==> config.mk <==
export PLATFORM = sky130hd
export DESIGN_NAME = fetch_unit
export DESIGN_NICKNAME = d
export VERILOG_FILES = /design/src/rtl/fetch_unit.sv
export SDC_FILE = /design/constraint.sdc
export NUM_CORES = 1
export LEC_CHECK = 0
export CORE_MARGIN = 1.5
export CORE_UTILIZATION = 45
export CTS_CLUSTER_DIAMETER = 30
export CTS_CLUSTER_SIZE = 20
export DETAILED_ROUTE_END_ITERATION = 8
export GPL_TIMING_DRIVEN = 1
export MAX_ROUTING_LAYER = met4
export PLACE_DENSITY = 0.72
export RECOVER_POWER = 50
export SLEW_MARGIN = 30
export SYNTH_ARGS = -nofsm -noshare
export SYNTH_HDL_FRONTEND = slang
export SYNTH_SLANG_ARGS = --single-unit
==> constraint.sdc <==
create_clock -name clk -period 3.2 [get_ports clk]
set_clock_uncertainty 0.1 [all_clocks]
set_input_delay 0.64 -clock clk [delete_from_list [all_inputs] [get_ports clk]]
set_output_delay 0.64 -clock clk [all_outputs]
set_load 0.05 [all_outputs]
==> src/rtl/fetch_unit.sv <==
// Instruction-fetch front end: issues req/ack fetches into a small FIFO and presents the head
// word to decode, honouring the decode stall and flushing/refetching on a redirect.
module fetch_unit #(
   parameter int unsigned PC_LEN   = 16,
   parameter int unsigned WORD_LEN = 16,
   parameter int unsigned DEPTH    = 2
) (
   input  logic                clk,
   input  logic                rst,
   output logic                imem_req,
   output logic [PC_LEN-1:0]   imem_addr,
   input  logic                imem_ack,
   input  logic [WORD_LEN-1:0] imem_rdata,
   input  logic                hazard_detected,
   input  logic                redirect,
   input  logic [PC_LEN-1:0]   redirect_pc,
   output logic                instr_valid,
   output logic [WORD_LEN-1:0] instruction,
   output logic [PC_LEN-1:0]   instr_pc
);

   localparam int unsigned PTR_W = (DEPTH > 1) ? $clog2(DEPTH) : 1;
   localparam int unsigned CNT_W = $clog2(DEPTH + 1);
   localparam logic [CNT_W-1:0] DEPTH_C = CNT_W'(DEPTH);

   typedef enum logic [0:0] {StFetch, StDrop} state_t;

   state_t              r_state;
   logic [PC_LEN-1:0]   r_fetch_pc;
   logic                r_req;
   logic [PC_LEN-1:0]   r_addr;
   logic [PTR_W-1:0]    r_rd_ptr;
   logic [PTR_W-1:0]    r_wr_ptr;
   logic [CNT_W-1:0]    r_count;
   logic [PC_LEN-1:0]   r_pc_mem   [DEPTH];
   logic [WORD_LEN-1:0] r_word_mem [DEPTH];

   logic w_ack;
   logic w_valid;
   logic w_push;
   logic w_pop;
   logic w_start;

   // A stray ack with no request in flight is ignored.
   assign w_ack   = r_req && imem_ack;
   assign w_valid = (r_count != '0);
   assign w_push  = w_ack && (r_state == StFetch) && !redirect;
   assign w_pop   = w_valid && !hazard_detected && !redirect;
   assign w_start = !r_req && (r_state == StFetch) && !redirect && (r_count < DEPTH_C);

   always_ff @(posedge clk or negedge rst) begin
      if (!rst) begin
         r_state    <= StFetch;
         r_fetch_pc <= '0;
         r_req      <= 1'b0;
         r_addr     <= '0;
         r_rd_ptr   <= '0;
         r_wr_ptr   <= '0;
         r_count    <= '0;
      end else begin
         if (redirect) begin
            r_fetch_pc <= redirect_pc;
            r_rd_ptr   <= '0;
            r_wr_ptr   <= '0;
            r_count    <= '0;
            // An unfinished request cannot be withdrawn; its data must be swallowed later.
            r_state    <= (r_req && !imem_ack) ? StDrop : StFetch;
         end else begin
            if (w_push) begin
               r_wr_ptr   <= r_wr_ptr + PTR_W'(1);
               r_fetch_pc <= r_fetch_pc + PC_LEN'(1);
            end
            if (w_pop) begin
               r_rd_ptr <= r_rd_ptr + PTR_W'(1);
            end
            unique case ({w_push, w_pop})
               2'b10:   r_count <= r_count + CNT_W'(1);
               2'b01:   r_count <= r_count - CNT_W'(1);
               default: ;
            endcase
            if ((r_state == StDrop) && w_ack) begin
               r_state <= StFetch;
            end
         end

         if (w_ack) begin
            r_req <= 1'b0;
         end else if (w_start) begin
            r_req  <= 1'b1;
            r_addr <= r_fetch_pc;
         end
      end
   end

   always_ff @(posedge clk) begin
      if (w_push) begin
         r_pc_mem[r_wr_ptr]   <= r_fetch_pc;
         r_word_mem[r_wr_ptr] <= imem_rdata;
      end
   end

   assign imem_req    = r_req;
   assign imem_addr   = r_addr;
   assign instr_valid = w_valid;
   assign instruction = w_valid ? r_word_mem[r_rd_ptr] : '0;
   assign instr_pc    = w_valid ? r_pc_mem[r_rd_ptr] : '0;

   a_no_overflow : assert property (@(posedge clk) disable iff (!rst)
                                    w_push |-> (r_count != DEPTH_C));

endmodule

==> impl_metrics.toml, run 1 <==
[outcome]
status = "finished, violations left"
violations = "max-capacitance violations, max-slew violations"

[yosys]
synthMuxAreaShare_pct = 12.1
synth_compound_area_share_pct = 4.04
yosys.area_share.simple_pct = 11.0
synth_top_family_by_area = "multiplexers"
yosysWarnings = 0
synth_area_leader_cell = "edfxtp_1"
async_flop_share_pct = 37.3
ys.flop_type = "edfxtp_1"
syn-instance-count = 303
synth.distinct_cells = 38
synth_edf_count = 64
synth_area_leaders = "edfxtp_1, dfrtp_1, mux2i_1, mux2_2, nor2_1"
synthXorXnorAreaFrac_pct = 2.50
synth_top_cells_by_count = "edfxtp_1, nor2_1, dfrtp_1"
synth_adder_area_share_pct = 0.297
ys_ff_latch = 102
yosys.area.top_type_share_pct = 45.7
yosysSeqAreaShare_pct = 68.3
synth_fp_nets = 341
postSynthAreaPerCell_um2 = 13.9
netlist_area_um2 = 4210
synth.most_common_cell = "edfxtp_1"

[cts]
cts_tree = "yes"
cts-htree-levels = 3
path_clk_slew_ps = 90
clock_latency_ps = 360
clockRootBuffer = "clkbuf_8"
cts_sinks = 102
numCtsBuffers = 9
cts_buffer_depth = 2
postCtsSetupRepairBufs = 0
cts_resized = 0
hold_buffers = 0

[floorplan]
core_area_um2 = 9150
start_util_pct = 46.0
ioPinCount = 87
die_h_um = 99.7
rows = 35
die_area_um2 = 9940
die_x_um = 99.7

[critical_path]
reg2reg_from = "imem_req"
cp_max_fo = 25
reg2reg_depth = 3
endpoint_kind = "output pin"
reg2reg_slack_ps = 1050
worstPathRequired_ps = 2460
worstReg2RegEnd = "imem_addr[9]"
critical_path_class = "flop to output pin"
critPathLaunchType = "flop"
arrival_ps = 2260

[job]
maxCapViolations = 1

[worst_hold_path]
hp-class = "primary input to asynchronous set/reset pin"

[detailed_routing]
wire_per_inst_um = 15.5
vias = 2694
ant_nets = 0
routed_wl_mm = 7.89
drtPass1Iterations = 4
drtIter0Drc = 138
viasPerCell = 5.28
post-route-drc-count = 0

[layout]
finalNetCount = 432
fin_util_pct = 58.6
final_layout_size_suffix_gt1_share_pct = 14.3
antenna_cells = 0
finalInstanceArea_um2 = 5370
area_growth_pct = 27.5

[sta]
worst_hold_slack_ps = 106
period_share_pct = 93.8
finalSetupTns_ps = 0
hold_viol = 0
setup_ws_ps = 197
maxSlewHeadroom_pct = -8.56
fin_crit_ps = 3000
rsz0062_at_grt = "no"
setup_viol = 0
tightest_slew_ps = 1630
fmax_ghz = 0.333
slew_violations = 30

[power]
vdd_drop_max_v = 0.000624
power.density_nw_per_um2 = 667
total_leakage_power_nw = 1.91

[grt]
grt_pass1_vias = 2580
grt_pass1_wl_mm = 12.9
gr-total-overflow = 0
grt_max_degree = 39
grt_usage_pct = 17.5
antenna_found_initial = 0

[placement]
place_congestion = 0.852
dpl_cell_area_um2 = 5190
portBuffers = 86
post-dp-hpwl_mm = 5.35
post-place-ws_ps = 543
-- power by group --
group	total (mW)	switching (mW)	internal, mW
combinational	1.09	0.684	0.409
sequential	1.70	0.128	1.57
clock	0.793	0.430	0.363
total	3.58	1.24	2.34
-- how the worst max path moves through the flow --
| stage | from | depth (start not counted) | slack, ps | to |
|---|---|---|---|---|
| after floorplan | redirect | 4 | 80 | r_pc_mem[0][0] |
| after global placement | r_rd_ptr | 3 | 570 | instruction[3] |
| after detailed placement | r_rd_ptr | 3 | 540 | instruction[11] |
| after CTS | r_rd_ptr | 3 | 140 | instruction[11] |
| after global routing | r_rd_ptr | 3 | 40 | instruction[2] |
| final | r_rd_ptr | 3 | 200 | instruction[11] |
-- area by class of cell --
cell class                      count  area, um^2
Fill cell                         755        3780
Sequential cell                   102        2870
Multi-Input combinational cell    183        1250
Timing Repair Buffer               94         888
Tap cell                          111         139
Clock buffer                        9         124
Clock inverter                      7        72.6
Inverter                            4        15.0
-- cell usage in the layout, fill, tap and decap left out, types with 3 or more instances in the layout --
cell,count
o21ai_0,15
mux2_2,16
nand4_1,5
clkbuf_1,4
inv_1,4
clkbuf_8,9
edfxtp_1,64
xor2_1,5
buf_4,19
nand3_1,6
nand2_1,19
dfrtp_1,37
a21oi_1,3
mux2i_1,33
clkdlybuf4s50_1,50
nor3_1,3
nor2_1,39
xnor2_1,7
nor4_1,5
dlygate4sd3_1,19
-- layer usage --
metal / vias up / GRT usage, % / part of all wire, %
met4: 0 / 6.72 / 1.4
met3: 10 / 2.67 / 5.1
met2: 88 / 26.6 / 49
met1: 1309 / 23.8 / 45
li1: 1287 / - / -
met5: - / - / 0
-- flip-flops by register name, summed over array words and instances, names as in the netlist, 2 cells and up --
register and flops:
imem_addr 16, r_count 2, r_fetch_pc 16, r_pc_mem 32, r_word_mem 32
-- stage by stage --
| step | power [mW] | cells |
|---|---|---|
| after global placement | 2.83 | 493 |
| after global routing | 3.74 | 510 |
| after detailed placement | 2.84 | 493 |
| after floorplan | 2.43 | 303 |
| final | 3.58 | 510 |
| after CTS | 3.64 | 509 |
-- kinds of logic (layout without fill, tap and decap cells) --
| group | Yosys count | count (layout) |
|---|---|---|
| XOR/XNOR | 12 | 12 |
| AND/OR/NAND/NOR | 93 | 93 |
| adder cells (fa/ha/maj) | 1 | 1 |
| AO/OA/AOI/OAI | 28 | 28 |
| buffers and inverters | 18 | 114 |
| flip-flops | 102 | 102 |
| multiplexers | 49 | 49 |
-- worst max-delay path, cell delays in order, from the launching register on --
cell and delay [ps]:
dfrtp_2 820, mux2i_1 170, nor2_1 110, clkdlybuf4s50_1 800
No activity file was read; power rests on OpenSTA's default activity.
==> run 2, diff against run 1 <==
Settings changed: CELL_PAD_IN_SITES_DETAIL_PLACEMENT set to 0, CELL_PAD_IN_SITES_GLOBAL_PLACEMENT set to 1, CORE_UTILIZATION 45 to 41, PLACE_DENSITY 0.72 to not set, PLACE_DENSITY_LB_ADDON set to 0.1.
==> run 2 against run 1 <==
  * The flow now finishes without violations
  * Utilization down 4.0 points
  * Clock power shrank 4.4%
  * Sequential power hardly changed
  * Critical path depth is the same
  * Power fell by 1.0%
  * Global-route usage decreased by 1.1 points
  * Sequential share of layout area down 0.20 points
  * Combinational power about the same
  * First-iteration DRC count is 28% lower
  * Sequential cell count unchanged
  * Non-clock buffer count is 1 higher
  * Critical endpoint is now instruction[3]
==> impl_metrics.toml, run 2 (synthesis results as in run 1) <==
[job]
maxCapViolations = 0

[sta]
slew_violations = 0
period_share_pct = 94.0
finalSetupTns_ps = 0
fin_crit_ps = 3010
rsz0062_at_grt = "no"
hold_viol = 0
maxSlewHeadroom_pct = 1.23
tightest_slew_ps = 1480
fmax_ghz = 0.333
setup_viol = 0
worst_hold_slack_ps = 178

[power]
switching_share_pct = 35.4
pwr-share-clk_pct = 21.4
p_int_mw = 2.29
vdd_drop_max_v = 0.000386
sequentialPowerShare_pct = 47.9
p_comb_share_pct = 30.8
power_switching_mw = 1.26
power.density_nw_per_um2 = 658
total_leakage_power_nw = 1.90

[critical_path]
crit_slowest_cell = "dfrtp_2"
path_buf_inv = 1
reg2reg_depth = 3
endpoint_kind = "output pin"
cp_top_family = "flip-flops"
critPathLaunchType = "flop"
cp.depth = 3
critical_path_class = "flop to output pin"
worstPathRequired_ps = 2460
critical_path.max_stage_delay_ps = 820
worstPathCellList = "mux2i_1 > nor2_1 > clkdlybuf4s50_1"
cp_max_fo = 25
arrival_ps = 2270

[cts]
cts_resized = 0
clockRootBuffer = "clkbuf_8"
cts-htree-levels = 3
hold_buffers = 0
cts_sinks = 102
cts_buffer_depth = 2
numCtsBuffers = 9
cts_tree = "yes"
postCtsSetupRepairBufs = 0
path_clk_slew_ps = 100
clock_latency_ps = 360

[layout]
layout_common_cells = "edfxtp_1, clkdlybuf4s50_1, nor2_1"
finalNetCount = 433
area_growth_pct = 28.0
final_common_cell = "edfxtp_1"
antenna_cells = 0
reg.largest.list = "r_pc_mem: 32 flops, r_word_mem: 32 flops"
stdcell_count = 533
final_layout_size_suffix_gt1_share_pct = 14.2
final.fill_count = 825

[placement]
place_congestion = 0.770
portBuffers = 86
post-dp-hpwl_mm = 5.53
dp_cells = 516

[detailed_routing]
ant_nets = 0
post-route-drc-count = 0
drtIter0Drc = 99
drtPass1Iterations = 4
viasPerCell = 4.96
routed_wl_mm = 8.27
wire_per_inst_um = 15.5
vias = 2642

[floorplan]
ioPinCount = 87
die_area_um2 = 10900
core_area_um2 = 9860
die_h_um = 104
start_util_pct = 42.7
die_x_um = 104
rows = 36

[grt]
grt_max_degree = 39
gr-total-overflow = 0
grt_pass1_vias = 2533
grt_pass1_wl_mm = 13.3
grt_usage_pct = 16.4
antenna_found_initial = 0

[outcome]
status = "finished clean"

[worst_hold_path]
hp-class = "primary input to asynchronous set/reset pin"
==> run 2: worst paths after layout <==
path / endpoint / slack (ps) / from
max: instruction[3] / 190 / r_rd_ptr
max reg2reg: imem_addr[8] / 1190 / imem_req
min: imem_addr[0] / 180 / rst
min reg2reg: imem_addr[13] / 420 / imem_addr[13]
min in group clk: imem_addr[13] / 420 / imem_addr[13]
max in group asynchronous: r_rd_ptr / 910 / rst
==> run 2: through the flow <==
stage | utilization (%) | worst slack [ps] | total power [mW] | cell area, um^2
5_1_grt | 54.6 | 23.0 | 3.70 | 5390
3_5_place_dp | 53.0 | 531 | 2.85 | 5230
6_report | 54.6 | 193 | 3.55 | 5390
3_3_place_gp | 53.0 | 555 | 2.84 | 5230
2_1_floorplan | - | 79.5 | 2.43 | 4210
4_1_cts | 54.9 | 126 | 3.60 | 5410
==> run 2: area by class of cell <==
type / instances / area (um^2) / share of cell area, %
Clock buffer: 11 / 141 / 2.62
Clock inverter: 5 / 43.8 / 0.813
Inverter: 4 / 15.0 / 0.279
Multi-Input combinational cell: 183 / 1250 / 23.3
Sequential cell: 102 / 2870 / 53.3
Tap cell: 133 / 166 / 3.09
Timing Repair Buffer: 95 / 892 / 16.6
==> run 2: power groups by stage <==
stage | clock, mW | combinational (mW) | sequential [mW]
global route | 0.827 | 1.15 | 1.72
finish | 0.758 | 1.09 | 1.70
global placement | 0 | 1.11 | 1.73
detailed placement | 0 | 1.11 | 1.73
floorplan | 0 | 0.380 | 2.05
CTS | 0.778 | 1.12 | 1.70
==> run 2: routing by layer <==
| metal | wire [um] | vias up | track usage (%) |
|---|---|---|---|
| li1 | - | 1289 | - |
| met1 | 3890 | 1286 | 21.6 |
| met2 | 4000 | 60 | 25.2 |
| met3 | 318 | 7 | 2.57 |
| met4 | 60 | 0 | 6.85 |
| met5 | 0 | - | - |
==> variant 1, RTL diff (settings of run 2) <==
The parameter `WORD_LEN` goes from 16 to 8.
--- a/src/rtl/fetch_unit.sv
+++ b/src/rtl/fetch_unit.sv
@@ -3,5 +3,5 @@
 module fetch_unit #(
    parameter int unsigned PC_LEN   = 16,
-   parameter int unsigned WORD_LEN = 16,
+   parameter int unsigned WORD_LEN = 8,
    parameter int unsigned DEPTH    = 2
 ) (
Interface: changed (resized imem_rdata and instruction); port bits go from 87 to 71. No check against the original RTL was run, so the function may have changed too.
==> variant 1 against run 2 <==
Cell area is 11% lower; setup slack better by 0.44 ns; core utilization is 1.4 points higher; synthesized area is 14% lower; register-to-register slack worse by 0.07 ns; the flow now finishes with violations (capacitance limit, slew limit); wire length is 16% lower; power is 3.6% higher; sequential cell count is 16 lower; largest cell class unchanged; global-route usage is 0.82 points lower.
==> variant 1: results (changes against run 2) <==
** Logic synthesis
- Synth Net Count :: 297 (-13%)
- The number of cells produced by synthesis is 267 (-12%).
- The number of enable flip-flop cells after synthesis is 48 (-25%).
- Post-synthesis mux area share :: 0.122 (+0.00102)
- Ranked by instance count, the synthesized netlist is headed by 48 x sky130_fd_sc_hd__edfxtp_1, 38 x sky130_fd_sc_hd__dfrtp_1, 30 x sky130_fd_sc_hd__nor2_1.
- Xor and xnor fraction of the mapped netlist area :: 0.0341 (+0.00908)
- The number of unique standard cell types used by synthesis is 32 (-16%).

** Status
- Violations in the final reports :: capacitance limit, slew limit
- The run finished, with violations left.

** Flow run
- Maximum Capacitance Violations :: 1 (+1)

** Setup path
- Worst setup slack for register-to-register paths :: 1.12 ns (-0.07 ns)
- The worst-path maximum fanout came to 6 (-76%).
- The most critical setup path has its startpoint at r_count[1].
- Grouping stages by cell kind, the critical path spends the most delay in buffers and inverters.

** Final layout
- The fraction of final layout cells sized beyond drive strength 1 was 0.198 (+0.0558).
- Fraction of area in registers :: 0.497 (-0.0363)
- Final-stage net count :: 373 (-14%)
- Final core area utilization :: 0.560 (+0.0138)

** Detailed routing
- Iter 0 DRT Violations :: 52 (-47%)
- Post-DR wirelength/cell :: 15.2 um (-2.3%)

** Floorplanning
- Area enclosed by the die boundary :: 9350 um2 (-14%)

** STA
- Worst slew margin relative to its limit :: -0.410 (-0.422)
- Slew Viols, Final :: 39 (+39)
- Final Hold Slack :: 0.414 ns (+0.236 ns)

** Place
- The post-detailed-placement half-perimeter wirelength is 4.65 mm (-16%).

** Clocking
- Count of clock tree sinks :: 86 (-16%)

** Global route
- Met1 Usage GRT :: 0.214 (-0.00238)
- Number of global-route vias before repair :: 2232 (-12%)
- Global routing usage summed across all routing layers :: 0.155 (-0.00823)
## variant 1: cell types whose count changed after synthesis, sizes merged, moves of 3 or more
cell	run 2	this run
edfxtp	64	48
clkbuf	7	10
o21ai	15	19
buf	7	4
nor2	40	30
mux2i	33	26
## variant 1: worst register-to-register path, stage by stage, from the launching register on
cell and delay (ns):
sky130_fd_sc_hd__dfrtp_1 0.49, sky130_fd_sc_hd__nand4_1 0.23, sky130_fd_sc_hd__or4_1 0.64, sky130_fd_sc_hd__or3_1 0.38
sky130_fd_sc_hd__a31oi_1 0.16
## variant 1: worst max path at each step
stage | depth (start not counted) | to | slack (ns)
after floorplan | 4 | r_pc_mem[1][0] | 0.39
after global placement | 5 | r_word_mem[0][4] | 0.66
after detailed placement | 5 | r_word_mem[0][4] | 0.62
after CTS | 3 | instr_valid | 0.63
after global routing | 1 | r_count[1] | 0.52
final | 3 | instr_valid | 0.64
==> variant 2, RTL diff (config.mk and constraints of run 2) <==
Made on the original files. Reset style: synchronous (`rst`), changed in one clocked block.
--- a/src/rtl/fetch_unit.sv
+++ b/src/rtl/fetch_unit.sv
@@ -49,5 +49,5 @@
    assign w_start = !r_req && (r_state == StFetch) && !redirect && (r_count < DEPTH_C);
 
-   always_ff @(posedge clk or negedge rst) begin
+   always_ff @(posedge clk) begin
       if (!rst) begin
          r_state    <= StFetch;
Function: differs if rst is asserted again (counterexample within 4 cycles, from zero or initial values and one cycle with rst low); with rst held inactive, the same outputs for 10 cycles.
==> variant 2 against run 2 <==
Via count grew 7.7%; setup slack gained 0.14 ns; wire length grew 2.1%; sequential cell count grew 1; cell area grew 0.79%; fmax grew 4.9%; count of clock-buffer cells in the layout shrank 2; synthesized area grew 0.59%; highest routed layer unchanged.
Power is not compared: it rests on default switching activity, and its combinational part moved more than twofold at a synthesized area within 25%.
==> variant 2: results (changes against run 2) <==
** Global route
- The wire length of the first global-routing pass came to 14.0 mm (+4.6%).
- Global routing usage summed across all routing layers :: 0.168 (+0.00420)
- The number of global-route vias before repair was 2735 (+8.0%).
- Initial antenna violation count :: 0 (unchanged)
- The global-route met2 utilization is 0.257 (+0.00423).
- The maximum number of pins on one net before global-route repair is 33 (-15%).
- The met1 global-route usage is 0.226 (+0.00938).
- The met3 demand-to-capacity share in global routing is 0.0287 (+0.00301).

** Logic synthesis
- The net count after synthesis was 385 (+13%).
- The number of enable flip-flop cells after synthesis is 64 (unchanged).
- After synthesis, the cell types taking the most area are sky130_fd_sc_hd__edfxtp_1 45%, sky130_fd_sc_hd__dfxtp_1 18%, sky130_fd_sc_hd__mux2i_1 8.0%.
- The proportion of synthesized flip-flops having asynchronous set or reset was 0 (-0.373).
- The count of yosys warnings during synthesis was 0 (unchanged).
- In the synthesized netlist, the cells that appear most often are 64 x sky130_fd_sc_hd__edfxtp_1, 43 x sky130_fd_sc_hd__nor2_1, 39 x sky130_fd_sc_hd__dfxtp_1.
- The number of unique standard cell types used by synthesis was 40 (+5.3%).
- Part of the Yosys area used for sequential elements :: 0.638 (-0.0442)

** Setup path
- The worst-path maximum fanout is 23 (-8.0%).
- The arrival time at the worst endpoint is 2.13 ns (-0.14 ns).

** Place
- Count of port buffers added during placement :: 86 (unchanged)
- Placer Congestion :: 0.750 (-2.5%)
- Post-DP HPWL :: 5.61 mm (+1.6%)

** Clocking
- The total of cells resized after clock tree synthesis is 0 (unchanged).
- Clock tree synthesis selected as its root buffer the cell sky130_fd_sc_hd__clkbuf_8.
- Number of CTS-inserted buffers :: 9 (unchanged)
- Clock-pin slew on the worst setup and hold paths :: 0.11 ns
- The number of buffers on the longest clock path is 2 (unchanged).
- The H-tree depth is 3 (unchanged).
- The clock latency reported for the late side of the worst-skew pair is 0.36 ns (about the same).
- Setup fix buffers added after clock tree synthesis :: 0 (unchanged)

** Final layout
- The number of diodes added for antenna fixing is 0 (unchanged).
- The number of nets in the layout was 471 (+8.8%).
- Share of final-layout standard cells stronger than drive strength 1 :: 0.0938 (-0.0487)
- The largest registers in the layout are r_pc_mem: 32 flops, r_word_mem: 32 flops.
- Final-layout fill cell count :: 883 (+7.0%)

** Detailed routing
- Vias :: 2846 (+7.7%)
- Number of iterations in the first detailed-routing pass :: 4 (unchanged)
- Iter 0 DRT Violations :: 124 (+25%)
- The final wirelength is 8.45 mm (+2.1%).

** Status
- The run finished with clean final reports.

** Power
- VDD IR-drop max :: 0.295 mV
- Net switching fraction of the power :: 0.241
- For this design the static power due to leakage is 1.82 nW.

** Worst hold path
- Worst min-delay path class :: reg -> reg

** STA
- Worst Tran Pin Value :: 1.19 ns (-0.296 ns)
-- variant 2: changes by cell type after synthesis, sizes merged, moves of 4 or more --
cell    change
dfxtp      +39
dfrtp      -38
nand2      +19
a21boi     +16
mux2       -16
a21oi       +6
and4        +4
-- variant 2: through the flow --
stage	cell area, um2	instances	util	setup WS (ns)
2_1_floorplan	4230	346	-	0.146
5_1_grt	5430	570	0.548	0.193
6_report	5430	570	0.548	0.334
4_1_cts	5480	570	0.553	0.287
3_5_place_dp	5250	554	0.530	0.538
3_3_place_gp	5250	554	0.530	0.573
-- variant 2: cell families (layout without fill, tap and decap cells) --
family | count (synthesis) | after routing | synth area share
and+or+nand+nor | 120 | 120 | 0.140
DFF | 103 | 103 | 0.638
adders and majority gates | 2 | 2 | 0.00591
muxes | 34 | 34 | 0.0804
buffers and inverters | 24 | 115 | 0.0293
AOI/OAI and AO/OA | 49 | 49 | 0.0774
xor gates and xnor gates | 14 | 14 | 0.0290
-- variant 2: per-layer routing --
metal / part of all wire / wire (um) / vias up
met2: 0.45 / 3790 / 84
li1: - / - / 1423
met3: 0.046 / 389 / 14
met1: 0.49 / 4140 / 1325
met4: 0.015 / 123 / 0
met5: 0 / 0 / -
-- variant 2: critical path: stages, from the launching register on --
cell and delay (ns):
sky130_fd_sc_hd__dfxtp_1 0.49, sky130_fd_sc_hd__nor2_2 0.16, sky130_fd_sc_hd__buf_12 0.18, sky130_fd_sc_hd__nor2_1 0.11, sky130_fd_sc_hd__clkdlybuf4s50_1 0.81
-- variant 2: worst paths after layout --
check | start | to | slack [ns] | depth (start not counted)
setup reg to reg | imem_req | r_word_mem[1][3] | 0.74 | 4
setup / recovery | r_count[1] | instr_pc[11] | 0.33 | 4
hold / removal | imem_addr[13] | imem_addr[13] | 0.37 | 2
hold reg to reg | imem_addr[13] | imem_addr[13] | 0.37 | 2
-- variant 2: area by class of cell --
type	instances	area share
Clock buffer	9	0.0228
Clock inverter	7	0.0205
Inverter	4	0.00276
Multi-Input combinational cell	219	0.258
Sequential cell	103	0.498
Tap cell	133	0.0306
Timing Repair Buffer	95	0.167
-- variant 2: power by group through the flow --
stage | Clock [mW] | Sequential (mW) | Combinational, mW
6_report | 0.936 | 1.49 | 0.214
5_1_grt | 1.01 | 1.49 | 0.233
3_5_place_dp | 0 | 1.52 | 0.225
3_3_place_gp | 0 | 1.52 | 0.223
2_1_floorplan | 0 | 1.53 | 0.101
4_1_cts | 0.964 | 1.49 | 0.226
